`src/rtl/mul_pkg.sv`:
```
// Shared types and helpers for the iterative radix-4 Booth multiplier.
// FSM state encoding, derived-size functions and Booth digit decode.
package mul_pkg;

  typedef enum logic [1:0] {
    S_IDLE,
    S_COMP,
    S_ADD,
    S_DONE
  } state_e;

  // Bit positions inside a decoded Booth digit {neg, two, one}
  localparam int BD_ONE = 0;
  localparam int BD_TWO = 1;
  localparam int BD_NEG = 2;

  function automatic int npp(input int w);
    return w / 2 + 1;
  endfunction

  function automatic int iter(input int w, input int p);
    return (npp(w) + p - 1) / p;
  endfunction

  // Window 3'b111 is treated as +0 rather than -0, so the top digit
  // (always 000/001/111 after extension) never needs a +1 correction.
  function automatic logic [2:0] booth_dec(input logic [2:0] w);
    logic [2:0] d;
    d = '0;
    d[BD_NEG] = w[2] & ~(w[1] & w[0]);
    d[BD_ONE] = w[1] ^ w[0];
    d[BD_TWO] = (w == 3'b011) | (w == 3'b100);
    return d;
  endfunction

endpackage

```
`src/rtl/booth_pp_row.sv`:
```
// One radix-4 Booth partial-product row, sign-extended and shifted.
// Ports: a_ext, Booth window, digit index, enable in; row and +1 bit out.
module booth_pp_row
  import mul_pkg::*;
#(
  parameter int WIDTH = 32,
  parameter int IW    = 8
) (
  input  logic [WIDTH+1:0]   a_ext,
  input  logic [2:0]         win,
  input  logic [IW-1:0]      idx,
  input  logic               en,
  output logic [2*WIDTH-1:0] row,
  output logic               cor
);

  localparam int XW = WIDTH + 3;
  localparam int PW = 2 * WIDTH;

  logic [2:0]    dec;
  logic [XW-1:0] mag;
  logic [XW-1:0] flip;
  logic [PW-1:0] ext;

  always_comb begin
    dec  = booth_dec(win) & {3{en}};
    mag  = '0;
    if (dec[BD_TWO]) begin
      mag = {a_ext, 1'b0};
    end else if (dec[BD_ONE]) begin
      mag = {a_ext[WIDTH+1], a_ext};
    end
    // Negative digits: ones-complement here, +1 injected by the caller
    flip = mag ^ {XW{dec[BD_NEG]}};
    ext  = {{(PW-XW){flip[XW-1]}}, flip};
    row  = ext << {idx, 1'b0};
    cor  = dec[BD_NEG];
  end

endmodule

```
`src/rtl/csa.sv`:
```
// Parametrised 3:2 carry-save adder row.
// Ports: x/y/z addends in; s sum, c carry (already shifted left by one).
module csa #(
  parameter int W = 8
) (
  input  logic [W-1:0] x,
  input  logic [W-1:0] y,
  input  logic [W-1:0] z,
  output logic [W-1:0] s,
  output logic [W-1:0] c
);

  logic [W-1:0] maj;

  assign s   = x ^ y ^ z;
  assign maj = (x & y) | (x & z) | (y & z);
  // Carry out of the top bit is dropped: arithmetic is modulo 2^W
  assign c   = {maj[W-2:0], 1'b0};

endmodule

```
`src/rtl/booth_csa_mul_iter.sv`:
```
// Multi-cycle radix-4 Booth multiplier, CSA accumulate then one CPA.
// Ports: clk/reset_n, in_valid/in_ready + a/b/modes, flush, out_valid/out_ready + product.
module booth_csa_mul_iter
  import mul_pkg::*;
#(
  parameter int WIDTH      = 32,
  parameter int PP_PER_CYC = 4
) (
  input  logic               clk,
  input  logic               reset_n,
  input  logic               in_valid,
  output logic               in_ready,
  input  logic [WIDTH-1:0]   a,
  input  logic [WIDTH-1:0]   b,
  input  logic               a_signed,
  input  logic               b_signed,
  input  logic               flush,
  output logic               out_valid,
  input  logic               out_ready,
  output logic [2*WIDTH-1:0] product
);

  localparam int NPP  = npp(WIDTH);
  localparam int ITER = iter(WIDTH, PP_PER_CYC);
  localparam int PW   = 2 * WIDTH;
  localparam int EW   = WIDTH + 2;
  localparam int TW   = $clog2(ITER + 1);
  localparam int IW   = $clog2(ITER * PP_PER_CYC + 1) + 1;
  localparam int PP   = PP_PER_CYC;

  if ((WIDTH % 2) != 0 || WIDTH < 4) begin : g_bad_width
    $error("booth_csa_mul_iter: WIDTH must be even and >= 4");
  end
  if (PP_PER_CYC < 1 || PP_PER_CYC > NPP) begin : g_bad_pp
    $error("booth_csa_mul_iter: PP_PER_CYC must be in 1..NPP");
  end

  state_e        state_q, state_d;
  logic [EW-1:0] a_ext_q, a_ext_d;
  logic [EW-1:0] b_ext_q, b_ext_d;
  logic [PW-1:0] sum_q, sum_d;
  logic [PW-1:0] carry_q, carry_d;
  logic [TW-1:0] iter_q, iter_d;
  logic [PW-1:0] product_q, product_d;

  // b_ext with the implicit b_ext[-1]=0 appended at the bottom
  logic [EW:0]   bpad;
  logic [IW-1:0] pidx;
  logic [EW:0]   psh;
  logic [2:0]    pdec;
  logic          pcor;

  logic [IW-1:0] idx  [PP];
  logic [EW:0]   wsh  [PP];
  logic [2:0]    win  [PP];
  logic          en   [PP];
  logic [PW-1:0] row  [PP];
  logic          cor  [PP];
  logic          pc   [PP];
  logic [PW-1:0] inj  [PP];
  logic [PW-1:0] cs_s [PP+1];
  logic [PW-1:0] cs_c [PP+1];

  assign bpad = {b_ext_q, 1'b0};

  // Correction owed by the last digit of the previous cycle
  assign pidx = idx[0] - IW'(1);
  assign psh  = bpad >> {pidx, 1'b0};
  assign pdec = booth_dec(psh[2:0]);
  assign pcor = (iter_q != '0) & pdec[BD_NEG];

  assign cs_s[0] = sum_q;
  assign cs_c[0] = carry_q;

  for (genvar j = 0; j < PP; j++) begin : g_row
    assign idx[j] = IW'(iter_q) * IW'(PP) + IW'(j);
    assign wsh[j] = bpad >> {idx[j], 1'b0};
    assign win[j] = wsh[j][2:0];
    assign en[j]  = idx[j] < IW'(NPP);

    booth_pp_row #(
      .WIDTH (WIDTH),
      .IW    (IW)
    ) u_row (
      .a_ext (a_ext_q),
      .win   (win[j]),
      .idx   (idx[j]),
      .en    (en[j]),
      .row   (row[j]),
      .cor   (cor[j])
    );

    if (j == 0) begin : g_first
      assign pc[j] = pcor;
    end else begin : g_next
      assign pc[j] = cor[j-1];
    end

    // Row k is zero below bit 2k, so row k-1's +1 rides at bit 2k-2
    assign inj[j] = row[j] | ((PW'(pc[j]) << {idx[j], 1'b0}) >> 2);

    csa #(
      .W (PW)
    ) u_csa (
      .x (cs_s[j]),
      .y (cs_c[j]),
      .z (inj[j]),
      .s (cs_s[j+1]),
      .c (cs_c[j+1])
    );
  end

  always_comb begin
    state_d   = state_q;
    a_ext_d   = a_ext_q;
    b_ext_d   = b_ext_q;
    sum_d     = sum_q;
    carry_d   = carry_q;
    iter_d    = iter_q;
    product_d = product_q;
    unique case (state_q)
      S_IDLE: begin
        if (in_valid) begin
          a_ext_d = {{2{a_signed & a[WIDTH-1]}}, a};
          b_ext_d = {{2{b_signed & b[WIDTH-1]}}, b};
          sum_d   = '0;
          carry_d = '0;
          iter_d  = '0;
          state_d = S_COMP;
        end
      end
      S_COMP: begin
        sum_d   = cs_s[PP];
        carry_d = cs_c[PP];
        iter_d  = iter_q + TW'(1);
        if (iter_q == TW'(ITER - 1)) begin
          state_d = S_ADD;
        end
      end
      S_ADD: begin
        product_d = sum_q + carry_q;
        state_d   = S_DONE;
      end
      S_DONE: begin
        if (out_ready) begin
          state_d = S_IDLE;
        end
      end
      default: state_d = S_IDLE;
    endcase
    if (flush) begin
      state_d = S_IDLE;
    end
  end

  always_ff @(posedge clk or negedge reset_n) begin
    if (!reset_n) begin
      state_q   <= S_IDLE;
      a_ext_q   <= '0;
      b_ext_q   <= '0;
      sum_q     <= '0;
      carry_q   <= '0;
      iter_q    <= '0;
      product_q <= '0;
    end else begin
      state_q   <= state_d;
      a_ext_q   <= a_ext_d;
      b_ext_q   <= b_ext_d;
      sum_q     <= sum_d;
      carry_q   <= carry_d;
      iter_q    <= iter_d;
      product_q <= product_d;
    end
  end

  assign in_ready  = (state_q == S_IDLE);
  assign out_valid = (state_q == S_DONE);
  assign product   = product_q;

endmodule
```
`config.mk`:
```
export PLATFORM = sky130hd
export DESIGN_NAME = booth_csa_mul_iter
export DESIGN_NICKNAME = d
export VERILOG_FILES = /design/src/rtl/mul_pkg.sv /design/src/rtl/booth_pp_row.sv /design/src/rtl/csa.sv /design/src/rtl/booth_csa_mul_iter.sv
export SDC_FILE = /design/constraint.sdc
export NUM_CORES = 2
export LEC_CHECK = 0
export ABC_AREA = 1
export BUFFER_PORTS_ARGS = -buffer_cell sky130_fd_sc_hd__buf_2
export CORE_MARGIN = 5
export CORE_UTILIZATION = 35
export DETAILED_ROUTE_END_ITERATION = 16
export SYNTH_ARGS = -nofsm -noshare
export SYNTH_HDL_FRONTEND = slang
export SYNTH_SLANG_ARGS = --single-unit
```
`constraint.sdc`:
```
create_clock -name clk -period 5.06 [get_ports clk]
set_input_delay 0.253 -clock clk [delete_from_list [all_inputs] [get_ports clk]]
set_output_delay 0.253 -clock clk [all_outputs]
set_load 0.01 [all_outputs]
```
# == Word-level counts from Yosys, hierarchy flattened ==
# Cells that the tools add are included.
# word_totals
ff_bits,263
inputBits,71
out_inout_bits,66
wordCells,136
# classes
addsub,6
n_lt_le_gt_ge,4
eq_ne,16
n_shift,13
mux,18
bitwise_logic,66
reduce_logical,6
# op_table
op,n
$and 63x63->63,12
$xor 64x64->64,8
$or 63x63->63,8
$mux 35,8
$or 64x62->64,4
$pmux 64 s2,2
$shl 1x7->64,3
$shl 64x7->64,3
$shr 35x7->3,4
$xor 35x35->35,4
$add 64x64->64,1
$mux 64,1
$shl 1x6->64,1
$shl 64x6->64,1
$shr 35x6->3,1
$lt 6x5->1 const B,3
$eq 3x3->1 const B,5
$and 1x1->1,13
$add 5x2->6 const B,2
$and 3x3->3,4
$eq 3x2->1 const B,4
$mux 2,4
$pmux 2 s4,1
$add 5x1->6 const B,1
other kinds (18),31

# == Logic depth before layout (Yosys ltp) ==
# logic_depth
ltp_word,23
depth_mapped,35
mapped_depth_nobuf,33

# == By module ==
# A second synthesis with hierarchy kept.
# hier_totals
cells_unflattened,6464
hier_area_um2,38589.5
# by_module_without_submodules
module,instances,cells_each,area_per_inst_um2,seq_area_each_um2
booth_pp_row,4,916,4170.2,0.0
booth_csa_mul_iter,1,2504,16678.5,6581.3
csa,4,74,1307.5,0.0

# == Least setup slack after synthesis ==
# No wires, ideal clock.
# synth_timing
path_type,register to register
start,register iter_q[0]
end,register sum_q[58]
setup_ps,121
t_arrival_ps,5236
required_time_ps,4939
setup_slack_ps,-297
stages_incl_launch_ff,27
n_path_buf,3
period_less_slack_ps,5357
cell_sequence,dfrtp_1 buf_4 inv_4 clkbuf_1 clkbuf_1 nor2_1 o311ai_0 ha_1 inv_1 nand4_1 nand3_4 o21ai_0 o21ai_0 or2_2 nand2_1 inv_1 nand2_1 o21ai_1 o21ai_1 o21ai_1 fa_1 inv_1 fa_1 fa_1 inv_1 fa_1 a22o_1
# synth_via
elab_chain_cells,20
word_cells_on_any_way,89
classes_between,add/sub (3); order compare (4); eq/ne (8); shift (12); mux (9); bitwise (53)
# synth_lines
element,line,text
"start, declared",booth_csa_mul_iter.sv:43,"logic [TW-1:0] iter_q, iter_d;"
"start signal, assigned",booth_csa_mul_iter.sv:171,iter_q <= iter_d;
"parallel branches: the longest is 18 deep, another holds $add 5x1->6",--,
$xor 64x64->64 *,csa.sv:15,assign s = x ^ y ^ z;
$pmux 64 s2 *,booth_csa_mul_iter.sv:121,unique case (state_q)
"end signal, assigned",booth_csa_mul_iter.sv:169,sum_q <= sum_d;
"end, declared",booth_csa_mul_iter.sv:41,"logic [PW-1:0] sum_q, sum_d;"
# Every way passes the cells marked *.
# A chain may end at the register's enable or synchronous reset.

# == Worst setup path in the final report ==
# layout_timing
start,register iter_q[1]
end,register sum_q[30]
# Same word-level chain as after synthesis.

==> impl_results.md <==
* R2R depth at 26
* Most prevalent standard cell on the critical path: inv_2
* Count of mapped cells out of synthesis at 3534
* NumNets Final at roughly 4400
* Relative slew margins at 22.3%
* Count of port buffers added during placement at ~140
* Count of boundary I/O pins at roughly 140
* Clock period minus worst slack at ~5.5 ns
* Remaining global-route overflow at 0
* Count of endpoints failing setup in the final report at between 100 and 150
* Proportion of synthesized flip-flops having asynchronous set or reset at between 90% and 100%
* Startpoint Class: flop
* Area growth from synthesis to layout at 31.5%
* # clock sinks at between 200 and 300
* Overall track demand over capacity in global routing at 26.9%
* Vertical extent of the die at 286 µm
* Iteration-0 DRC Markers at between 2000 and 3000
* Final wirelength at between 100000 and 150000 µm
* Crit. Startpoint: iter_q[1]$_DFFE_PN0P_
* Worst slack after detailed placement at -0.611 ns
* Status: complete, but fails checks
* Highest cell delay on the worst timing path at 0.53 ns
* Global-route wire length before repair at approximately 170000 µm
* Insertion delay of the later-clocked pin in the worst-skew pair at 0.59 ns
* Maximum capacitance violations at 0
* Warnings, synthesis at 0
* Worst Path Class, Setup: reg -> reg
* Number of diodes added for antenna fixing at 0
* Average footprint of a synthesized cell at ~7.6 µm²
* Min-Delay Path Depth at 5
* Failing checks: setup timing
* Class of the tightest hold or removal check: in -> reg
* Fmax achieved at 0.182 GHz
* Rows at 101
* R2R Path End: sum_q[30]$_DFFE_PN0P_
* Setup repair after global routing missed its margin: true
* Main flop type after synthesis: dfrtp_1
* Share of the cycle needed by the critical path after routing at 109%
* Width of the die at 286 µm
* RR Startpoint: iter_q[1]$_DFFE_PN0P_
* Data arrival time of the critical path at 5.95 ns
* Detailed-routing iteration count for the pre-antenna-repair pass at 6
* Leading cell type in the layout, fill and taps excluded: nand2_1
* Register bit total from synthesis at between 200 and 300
* Transition at the pin with the smallest max-transition slack at 1.17 ns
* Clock tree from TritonCTS: built
* Hold Fails Final Rpt at 0
* Worst path required time at 5.51 ns
* Maximum number of pins on one net before global-route repair at ~140
* Number of filler instances in the final layout at ~7500
* Via/cell ratio at about 5.3
* Critical path fanouts, max at 7
* Initial antenna violation count at 0
* Most frequent cells in the layout: 750 x nand2_1, 462 x inv_1, 394 x o21ai_0
* CTS buffer count at 34
* Critical Path Sink: sum_q[30]$_DFFE_PN0P_
* Post-route non-filler standard cell count at 5057
* Post-Synthesis Cell Area at 26700 µm²
* Worst clock skew at around 0.038 ns
* Worst setup slack for register-to-register paths at -0.44 ns
* Number of flops mapped to enable cells by yosys at 0
* Worst Slack Setup Final at -0.440 ns
* Layout cell share with drive strength beyond 1 at roughly a quarter
* Floorplan die area at 81900 µm²
* Routed Antenna Nets at 0
* Net count of the mapped netlist at 3930
* Maximum level of the CTS H-tree at 2
* RD Place Congestion at approximately 1.1
* Via count of the routed design at roughly 27000
* Seq/Total Area, Yosys at 24.4%
* HPWL Detailed at 90200 µm
* Clock Root Buffer: clkbuf_16
* Slowest CP cell: fa_2
* Inst Count DP at approximately 4900
* Vias in the first global route at around 27000
* DRC errors left at 0
* Longest Clk Path Bufs at 3
* Worst Setup End Kind: flop
* Core Footprint at approximately 76000 µm²
* Effective utilization at floorplan at 35.2%
* Count of distinct cell types in the synthesized netlist at 61
* Average wire length per cell after detail routing at 22.4 µm
* CTS clock-pin slew for the worst setup and hold paths at roughly 0.060 ns
* Slew Viols, Final at 0
==> kinds of logic after synthesis <==
| kind of cell | Yosys count | synth area share, % |
|---|---|---|
| multiplexers | 6 | 0.225 |
| XOR/XNOR | 155 | 5.24 |
| buffers and inverters | 706 | 10.5 |
| AO/OA/AOI/OAI | 898 | 19.4 |
| flip-flops | 260 | 24.4 |
| adder cells (fa/ha/maj) | 325 | 22.0 |
| AND/OR/NAND/NOR | 1184 | 18.3 |
==> cell type report <==
type | count | area [µm²] | share of cell area, %
inverters | 526 | 1990 | 5.67
multi-input cells | 2568 | 18800 | 53.5
well taps | 978 | 1220 | 3.49
clock buffers | 48 | 1010 | 2.89
flip-flops and latches | 260 | 6510 | 18.6
clock inverters | 14 | 220 | 0.627
repair buffers | 663 | 5370 | 15.3
==> through the flow <==
| stage | hold WS [ns] | cell area (µm²) | setup TNS [ns] | utilization (%) |
|---|---|---|---|---|
| after CTS | 0.0991 | 34100 | -12.82 | 44.9 |
| after global routing | 0.170 | 35100 | -41.84 | 46.3 |
| after global placement | 0.316 | 30900 | -22.77 | 40.7 |
| final | 0.111 | 35100 | -23.66 | 46.3 |
| after detailed placement | 0.313 | 30900 | -33.18 | 40.7 |
| after floorplan | -0.0426 | 26700 | 0 | - |
==> Yosys cell counts, drive strengths merged, types with 45 or more instances <==
| library cell | n | area (µm²) |
|---|---|---|
| nand2 | 791 | 3000 |
| o21ai | 542 | 2770 |
| inv | 526 | 1980 |
| dfrtp | 260 | 6510 |
| fa | 240 | 4800 |
| nor2 | 201 | 813 |
| xor2 | 145 | 1310 |
| nand3 | 136 | 726 |
| a21oi | 134 | 674 |
| clkbuf | 98 | 369 |
| ha | 85 | 1060 |
| a22o | 83 | 727 |
| buf | 82 | 457 |
| o22ai | 45 | 282 |
==> per-layer routing <==
layer / GRT usage, % / wire length (µm)
met1: 38.8 / 49500
met2: 39.2 / 47200
met3: 5.42 / 10100
met4: 11.9 / 6230
met5: 0 / 0
==> state kept, by name, summed over array words and instances (netlist names) <==
signal / cells
iter_q: 3
b_ext_q: 33
a_ext_q: 33
state_q: 2
carry_q: 61
sum_q: 64
product: 64
==> worst min-delay path by stage <==
stage	start	endpoint	slack [ns]
global placement	reset_n	b_ext_q[27]$_DFFE_PN0P_	0.32
CTS	out_ready	state_q[0]$_DFFE_PN0P_	0.1
global route	out_ready	state_q[1]$_DFFE_PN0P_	0.17
detailed placement	reset_n	b_ext_q[3]$_DFFE_PN0P_	0.31
finish	out_ready	state_q[0]$_DFFE_PN0P_	0.11
floorplan	reset_n	a_ext_q[0]$_DFFE_PN0P_	-0.04
==> worst max-delay path, delay by kind of cell (launching register included) <==
kind,cells,cell delay (ns)
adders and majority gates,5,2.23
AOI/OAI and AO/OA,6,1.01
buffers and inverters,9,0.97
and+or+nand+nor,5,0.54
DFF,1,0.47
xor gates and xnor gates,1,0.16
==> timing repair <==
action | 4_1_cts | 5_1_grt
hold buffers | 69 | 0
gates resized for setup | 239 | 235
setup buffers | 46 | 37
pin swaps | 41 | 106
setup endpoints to repair | 114 | 117
gates cloned | 6 | 2
hold endpoints to repair | 147 | 0
Power is not shown: default switching activity piles up to over one toggle a cycle in this logic, so the estimate is an artifact.
